## config.mk

```make
export PLATFORM = sky130hd
export DESIGN_NAME = alu_operand_pairer
export DESIGN_NICKNAME = d
export VERILOG_FILES = /design/src/rtl/alu_pair_pkg.sv /design/src/rtl/alu_result_fifo.sv /design/src/rtl/alu_operand_pairer.sv
export SDC_FILE = /design/constraint.sdc
export NUM_CORES = 1
export LEC_CHECK = 0
export BUFFER_PORTS_ARGS = -buffer_cell sky130_fd_sc_hd__buf_2
export CAP_MARGIN = 0
export CORE_MARGIN = 2
export CORE_UTILIZATION = 45
export DETAILED_ROUTE_END_ITERATION = 12
export GPL_ROUTABILITY_DRIVEN = 0
export PLACE_DENSITY = 0.67
export REMOVE_ABC_BUFFERS = 1
export SLEW_MARGIN = 20
export SYNTH_ARGS = -nofsm -noshare
export SYNTH_HDL_FRONTEND = slang
export SYNTH_SLANG_ARGS = --single-unit
```

## constraint.sdc

```tcl
create_clock -name clk -period 3.15 [get_ports clk]
set_clock_uncertainty 0.05 [all_clocks]
set_input_delay 0.1575 -clock clk [delete_from_list [all_inputs] [get_ports clk]]
set_output_delay 0.1575 -clock clk [all_outputs]
set_load 0.02 [all_outputs]
```

## src/rtl/alu_pair_pkg.sv

```systemverilog
// Shared types for the ALU operand pairer.
//   OPW          : operand / result width
//   pair_state_t : pairing FSM states
//   alu_out_t    : one captured ALU result (carry-out above the sum)
package alu_pair_pkg;

  localparam int unsigned OPW = 3;

  typedef enum logic [1:0] {
    WAIT_A,
    WAIT_B,
    ISSUE
  } pair_state_t;

  typedef struct packed {
    logic           cout;
    logic [OPW-1:0] result;
  } alu_out_t;

endpackage

```

## src/rtl/alu_result_fifo.sv

```systemverilog
// Result FIFO holding captured ALU outputs.
//   clk, rst_n : clock, asynchronous active-low reset
//   push       : write push_data (ignored when full)
//   push_data  : entry to write
//   pop        : drop head entry (ignored when empty)
//   full/empty : occupancy flags
//   head       : head entry; forced to zero while empty
// DEPTH must be a power of two and at least 2.
module alu_result_fifo
  import alu_pair_pkg::*;
#(
  parameter int unsigned DEPTH = 4
) (
  input  logic     clk,
  input  logic     rst_n,
  input  logic     push,
  input  alu_out_t push_data,
  input  logic     pop,
  output logic     full,
  output logic     empty,
  output alu_out_t head
);

  localparam int unsigned AW = $clog2(DEPTH);
  localparam int unsigned PW = AW + 1;

  // One extra pointer bit separates full from empty when the indices match.
  logic [PW-1:0] wr_q, rd_q;
  alu_out_t      mem_q [DEPTH];
  logic          push_en, pop_en;

  assign empty   = (wr_q == rd_q);
  assign full    = (wr_q[PW-1] != rd_q[PW-1]) && (wr_q[AW-1:0] == rd_q[AW-1:0]);
  assign push_en = push && !full;
  assign pop_en  = pop && !empty;

  always_ff @(posedge clk or negedge rst_n) begin
    if (!rst_n) begin
      wr_q <= '0;
      rd_q <= '0;
    end else begin
      if (push_en) wr_q <= wr_q + PW'(1);
      if (pop_en)  rd_q <= rd_q + PW'(1);
    end
  end

  // Storage needs no reset: the empty gate below hides stale entries.
  always_ff @(posedge clk) begin
    if (push_en) mem_q[wr_q[AW-1:0]] <= push_data;
  end

  assign head = empty ? '0 : mem_q[rd_q[AW-1:0]];

endmodule

```

## src/rtl/alu_operand_pairer.sv

```systemverilog
// Pairs consecutive input words into ALU operands a/b (cin taken with b),
// presents them to an external combinational ALU and queues its result.
//   clk, rst_n               : clock, asynchronous active-low reset
//   in_valid/in_ready        : input word handshake
//   in_data, in_cin          : operand word; cin sampled only with the b word
//   alu_a, alu_b, alu_cin    : registered operands to the ALU
//   alu_result, alu_cout     : ALU outputs, captured while issuing
//   out_valid/out_ready      : result FIFO handshake
//   out_result, out_cout     : FIFO head entry
//   pair_count               : pairs pushed into the FIFO, wraps at 256
module alu_operand_pairer
  import alu_pair_pkg::*;
#(
  parameter int unsigned DEPTH = 4
) (
  input  logic           clk,
  input  logic           rst_n,
  input  logic           in_valid,
  output logic           in_ready,
  input  logic [OPW-1:0] in_data,
  input  logic           in_cin,
  output logic [OPW-1:0] alu_a,
  output logic [OPW-1:0] alu_b,
  output logic           alu_cin,
  input  logic [OPW-1:0] alu_result,
  input  logic           alu_cout,
  output logic           out_valid,
  input  logic           out_ready,
  output logic [OPW-1:0] out_result,
  output logic           out_cout,
  output logic [7:0]     pair_count
);

  pair_state_t    state_q, state_d;
  logic [OPW-1:0] a_q, a_d, b_q, b_d;
  logic           cin_q, cin_d;
  logic [7:0]     count_q, count_d;
  logic           fifo_push, fifo_full, fifo_empty;
  alu_out_t       fifo_in, fifo_head;

  always_ff @(posedge clk or negedge rst_n) begin
    if (!rst_n) begin
      state_q <= WAIT_A;
      a_q     <= '0;
      b_q     <= '0;
      cin_q   <= 1'b0;
      count_q <= '0;
    end else begin
      state_q <= state_d;
      a_q     <= a_d;
      b_q     <= b_d;
      cin_q   <= cin_d;
      count_q <= count_d;
    end
  end

  always_comb begin
    state_d   = state_q;
    a_d       = a_q;
    b_d       = b_q;
    cin_d     = cin_q;
    count_d   = count_q;
    in_ready  = 1'b0;
    fifo_push = 1'b0;
    case (state_q)
      WAIT_A: begin
        in_ready = 1'b1;
        if (in_valid) begin
          a_d     = in_data;
          state_d = WAIT_B;
        end
      end
      WAIT_B: begin
        in_ready = 1'b1;
        if (in_valid) begin
          b_d     = in_data;
          cin_d   = in_cin;
          state_d = ISSUE;
        end
      end
      ISSUE: begin
        // Full is the pre-pop flag, so a same-cycle pop only frees the slot
        // for the next cycle's retry.
        if (!fifo_full) begin
          fifo_push = 1'b1;
          count_d   = count_q + 8'd1;
          state_d   = WAIT_A;
        end
      end
      default: state_d = WAIT_A;
    endcase
  end

  assign alu_a   = a_q;
  assign alu_b   = b_q;
  assign alu_cin = cin_q;

  assign fifo_in.cout   = alu_cout;
  assign fifo_in.result = alu_result;

  alu_result_fifo #(
    .DEPTH(DEPTH)
  ) u_fifo (
    .clk      (clk),
    .rst_n    (rst_n),
    .push     (fifo_push),
    .push_data(fifo_in),
    .pop      (out_ready),
    .full     (fifo_full),
    .empty    (fifo_empty),
    .head     (fifo_head)
  );

  assign out_valid  = !fifo_empty;
  assign out_result = fifo_head.result;
  assign out_cout   = fifo_head.cout;
  assign pair_count = count_q;

endmodule
```

==> flow_metrics.tcl, run 1 <==
set metrics [dict create \
    pwr_density_cell_mw_per_mm2 1028 \
    num_rows 22 \
    hpwl_um 2166 \
    vias 969 \
    syn_area_mm2 0.001772 \
    clock_latency_ns 0.29 \
    overflow 0 \
    drtIter0Drc 25 \
    maxCapViolations 0 \
    worstPathArrival_ns 1.84 \
    ir_drop_uv 634.8 \
    grt_pass1_vias 1022 \
    drive_gt1_frac 0.4384 \
    worst_pin_slew_ns 0.5464 \
    grt_usage 0.1586 \
    wl_per_cell_um 15.29 \
    worstSetupStartpointType "flop" \
    hp-class "in -> reg" \
    cts_num_sinks 39 \
    synth-main-ff-cell "dfrtp_1" \
    status "finished, final reports clean" \
    synthTopCellsByArea "dfrtp_1, edfxtp_1, mux4_1, mux2_2, ha_1" \
    required_ns 2.94 \
    core-area_mm2 0.003716 \
    viasPerCell 4.995 \
    leakagePower_nw 0.9118 \
    synthCells 107 \
    cts-root-buf "clkbuf_8" \
    ys_types 26 \
    yosysSeqAreaShare 0.5960 \
    drc 0 \
    rsz0062_at_grt "no" \
    total_power_mw 2.171 \
    finalCritPeriodShare 0.6511 \
    pin_count 33 \
    hold_viol_final 0 \
    finalSetupViolations 0 \
    path_cells "mux4_1 > and2_1 > buf_2" \
    routed_wirelength_um 2966 \
    cts_made_buffers 5 \
    critPathMaxStageDelay_ns 0.63 \
    max_freq_mhz 487.6 \
    yosysTopAreaCellShare 0.3249 \
    clk_pin_slew_ns 0.08 \
    slew_violations 0 \
    ys_ff_latch 39 \
    antennaDiodeCount 0 \
    critPathKind "reg -> out" \
    die_y_um 66.75 \
    dr.pass1.iters 4 \
    cp-end-kind "output pin" \
    start_util 0.4768 \
    grt_pass1_wl_um 4988 \
    final_nets 163 \
    postRouteAntennaNets 0 \
    syn_to_final_growth_pct 19.28 \
    htreeDepth 2 \
    setup_tns_ns 0 \
    async_flop_share 0.5897 \
    cts_tree "built" \
    critPathMaxFanout 7 \
    avgSynthCellArea_um2 16.56 \
    synth_edf_count 16 \
    clockBufferDepth 2 \
    io_buffers 32 \
    die_area_mm2 0.004455 \
    relSlewSlack 0.6358 \
    antenna_found_initial 0 \
    min_period_ns 2.051 \
    grt_max_degree 24 \
    die_x_um 66.75 \
    slowest_stage "dfrtp_1" \
    holdPathStages 1 \
    yosys_warnings 0 \
    yosys.area.top_type "dfrtp_1" \
    ff2ff_path_depth 3 \
]
-- flip-flops by register name, summed over array words and instances, names as in the netlist --
register,count
alu_a,3
alu_b,3
alu_cin,1
pair_count,8
state_q,2
u_fifo.mem_q,16
u_fifo.rd_q,3
u_fifo.wr_q,3
-- cell families after synthesis --
logic type	share of synthesized area
AOI/OAI and AO/OA	0.01766
xor gates and xnor gates	0.1017
adders and majority gates	0.04237
buffers and inverters	0.02048
DFF	0.5960
muxes	0.1165
and+or+nand+nor	0.1052
-- per-layer routing --
| layer | wire length (µm) | vias to the layer above | GRT usage | part of all wire |
|---|---|---|---|---|
| met5 | 0 | - | 0 | 0 |
| met4 | 51 | 0 | 0.06888 | 0.017 |
| met3 | 141 | 5 | 0.05912 | 0.048 |
| met2 | 1491 | 25 | 0.2600 | 0.50 |
| met1 | 1282 | 478 | 0.1859 | 0.43 |
| li1 | - | 461 | - | - |
-- per-stage QoR --
stage | util | std cells | setup slack (ns) | hold slack, ns | area [µm²]
final | 0.5687 | 194 | 1.099 | 0.03531 | 2113
after global routing | 0.5687 | 194 | 1.007 | 0.03056 | 2113
after CTS | 0.5687 | 194 | 1.071 | 0.03063 | 2113
after detailed placement | 0.5293 | 185 | 1.223 | 0.1227 | 1967
after global placement | 0.5293 | 185 | 1.251 | 0.1119 | 1967
after floorplan | - | 105 | 1.418 | -0.1881 | 1747
-- cell usage after synthesis (2+ instances only) --
cell,number
inv_1,3
nand3_4,2
xnor2_1,7
mux2_2,9
xor2_1,3
nand4_1,2
and2_2,4
dfrtp_1,23
and2_1,6
xnor2_2,4
edfxtp_1,16
nand3_1,4
ha_1,6
mux4_1,4
o21ai_0,2
nand2_1,2
-- path summary, 6_finish.rpt --
check                                      startpoint                            to  slack [ns]
min reg2reg                 pair_count[7]$_DFFE_PN0P_     pair_count[7]$_DFFE_PN0P_        0.42
max in group asynchronous                       rst_n          alu_b[0]$_DFFE_PN0P_        2.35
max reg2reg                u_fifo.rd_q[0]$_DFFE_PN0P_  u_fifo.mem_q[3][2]$_DFFE_PP_        1.21
max                        u_fifo.rd_q[0]$_DFFE_PN0P_                 out_result[1]        1.10
min                                     alu_result[1]  u_fifo.mem_q[0][1]$_DFFE_PP_        0.04
min in group asynchronous                       rst_n    u_fifo.rd_q[0]$_DFFE_PN0P_        0.33
-- final cells by class --
cell class / instances / area (µm²)
fillers: 302 / 1603
flip-flops and latches: 39 / 1056
multi-input cells: 63 / 679.4
repair buffers: 33 / 170.2
clock buffers: 5 / 68.82
clock inverters: 3 / 67.56
well taps: 48 / 60.06
inverters: 3 / 11.26
-- where the power goes --
group	internal, mW	switching, mW	total, mW
Clock	0.316	0.178	0.494
Combinational	0.386	0.460	0.846
Sequential	0.677	0.154	0.831
Total	1.38	0.792	2.17
-- worst max-delay path: cells and delay by family, from the launching register on --
kind          cells  cell delay, ns
mux               1            0.60
flops             1            0.63
simple gates      1            0.17
buf+inv           1            0.15
-- timing repair --
action	4_1_cts	5_1_grt
hold buffers	1	0
resized for setup	0	0
setup buffers	0	0
endpoints found under the hold margin	23	0
setup endpoints to repair	0	0
-- cells in the final DEF, fill, tap and decap left out, drive strengths merged --
cell type,instances
nor3b,1
or2b,1
mux4,4
xnor2,12
nand3,6
and2,10
inv,3
bufinv,2
nand4,2
mux2,9
clkbuf,5
nand2,3
a31oi,1
dfrtp,23
and3,1
o21ai,2
ha,6
xor2,3
dlygate4sd3,1
nand3b,1
edfxtp,16
clkinvlp,1
buf,32
nor2,1
Note: power is estimated with default switching activity, not from simulation.
==> inputs of run 2 (changes only) <==
- PLACE_DENSITY: 0.67 -> 0.69
- clock period: 3.15 -> 1.74 ns (I/O delays scaled with it)
==> run 2 against run 1 <==
  * Non-clock buffer count is 16 higher
  * Sequential power up 78%
  * Routed wire length up 7.9%
  * Die area is the same
  * Cell count up 8.2%
  * Cell area is 6.3% higher
  * Core utilization increased by 3.6 points
  * Largest cell class unchanged
==> flow_metrics.tcl, run 2 (synthesized netlist as in run 1, its figures left out) <==
set metrics [dict create \
    status "finished, final reports clean" \
    wl_per_cell_um 15.24 \
    die_area_mm2 0.004455 \
    cts_made_buffers 5 \
    rsz0062_at_grt "yes" \
    worstPathArrival_ns 1.60 \
    worst_pin_slew_ns 0.5590 \
    hpwl_um 2283 \
    antennaDiodeCount 0 \
    ir_drop_uv 820.4 \
    min_period_ns 1.736 \
    layout_commonest_cell "buf_2" \
    critPathMaxStageDelay_ns 0.52 \
    core-area_mm2 0.003716 \
    total_power_mw 4.000 \
    grt_max_degree 24 \
    setup_tns_ns 0 \
    clockBufferDepth 2 \
    dr.pass1.iters 4 \
    die_x_um 66.75 \
    cts_tree "built" \
    cp-end-kind "output pin" \
    leakagePower_nw 0.9749 \
    drc 0 \
    clk_pin_slew_ns 0.07 \
    setup.worst_path.start "u_fifo.rd_q[0]$_DFFE_PN0P_" \
    placed_cell_area_mm2 0.002004 \
    critPathMaxFanout 5 \
    postRouteAntennaNets 0 \
    num_rows 22 \
    viasPerCell 4.810 \
    hp-class "in -> reg" \
    drive_gt1_frac 0.4753 \
    htreeDepth 2 \
    relSlewSlack 0.6265 \
    die_y_um 66.75 \
    slew_violations 0 \
    antenna_found_initial 0 \
    grt_usage 0.1663 \
    maxCapViolations 0 \
    wl_met1_um 1347 \
    routed_wirelength_um 3201 \
    fin_ws_ns 0.003734 \
    dr.max_layer_used "met4" \
    r2r-start "u_fifo.rd_q[0]$_DFFE_PN0P_" \
    wl_met3_um 166 \
    pwr_density_cell_mw_per_mm2 1781 \
    pin_count 33 \
    drtIter0Drc 38 \
    grt_pass1_vias 1060 \
    grt_pass1_wl_um 5126 \
    clock_latency_ns 0.28 \
    io_buffers 32 \
    final_cell_area_mm2 0.002246 \
    vias 1010 \
    final_util 0.6044 \
    required_ns 1.60 \
    critPathKind "reg -> out" \
    start_util 0.4768 \
    largest_register_ffs 16 \
    path_cells "mux4_2 > and2_1 > buf_2" \
    dr_wl_met2_um 1669 \
    hold_viol_final 0 \
    cts_num_sinks 39 \
    finalSetupViolations 0 \
    hold_start "in_valid" \
    worstSetupStartpointType "flop" \
    dp_slack_ns -0.03486 \
    final_nets 179 \
    max_freq_mhz 575.9 \
    syn_to_final_growth_pct 26.77 \
    cts-root-buf "clkbuf_8" \
    slowest_stage "mux4_2" \
    finalCritPeriodShare 0.9979 \
    overflow 0 \
    final_cell_mix "buf_2, dfrtp_1, edfxtp_1" \
]
==> run 2: changes by cell type in the layout (fill, tap and decap cells not counted), sizes merged <==
cell and change:
buf +8, dlygate4sd3 +8, bufinv -2, clkinv +2
clkbuf +1, clkinvlp -1
==> run 2: timing repair <==
item                                   in CTS  in global routing
setup endpoints to repair                  23                 14
buffers inserted                            4                  0
hold buffers                                9                  0
gates resized for setup                     5                 12
endpoints found under the hold margin      46                  0
pin swaps                                   2                  1
==> run 2: metal layers <==
metal / track usage / vias to the layer above
li1: - / 483
met3: 0.06588 / 2
met4: 0.06122 / 0
met1: 0.1962 / 502
met2: 0.2738 / 23
met5: 0 / -
==> run 2: worst paths after layout <==
kind                                                end  slack [ns]  depth (start not counted)
setup reg to reg           u_fifo.mem_q[0][2]$_DFFE_PP_        0.06                          5
max in group asynchronous    u_fifo.rd_q[0]$_DFFE_PN0P_        1.03                          2
setup / recovery                          out_result[0]       0.004                          3
hold reg to reg               pair_count[7]$_DFFE_PN0P_        0.43                          1
min in group asynchronous    u_fifo.rd_q[1]$_DFFE_PN0P_        0.25                          2
hold / removal                   state_q[0]$_DFFE_PN0P_        0.06                          3
==> run 2: power by group <==
group	switching (mW)	total, mW	internal (mW)	leakage, nW
clock	0.285	0.558	0.273	0.0403
sequential	0.249	1.48	1.23	0.427
combinational	0.966	1.96	0.997	0.507
total	1.50	4.00	2.50	0.975
==> run 2: worst max-delay path: cells and delay by family (launching register included) <==
family,cells,cell delay [ns]
simple gates,1,0.16
flops,1,0.48
mux,1,0.52
buf+inv,1,0.15
==> run 2: final cells by class <==
cell class	instances	area [µm²]
clock inverter	2	7.507
multi-input combinational	63	683.2
tap	48	60.06
timing repair buffer	49	354.1
clock buffer	6	72.57
fill	291	1470
inverter	3	11.26
sequential	39	1057
==> run 2: through the flow <==
stage               hold slack (ns)  std cells
floorplan                   -0.2586        105
global placement            0.03352        190
global route                0.06635        210
finish                      0.05629        210
detailed placement          0.04145        190
CTS                         0.04347        210
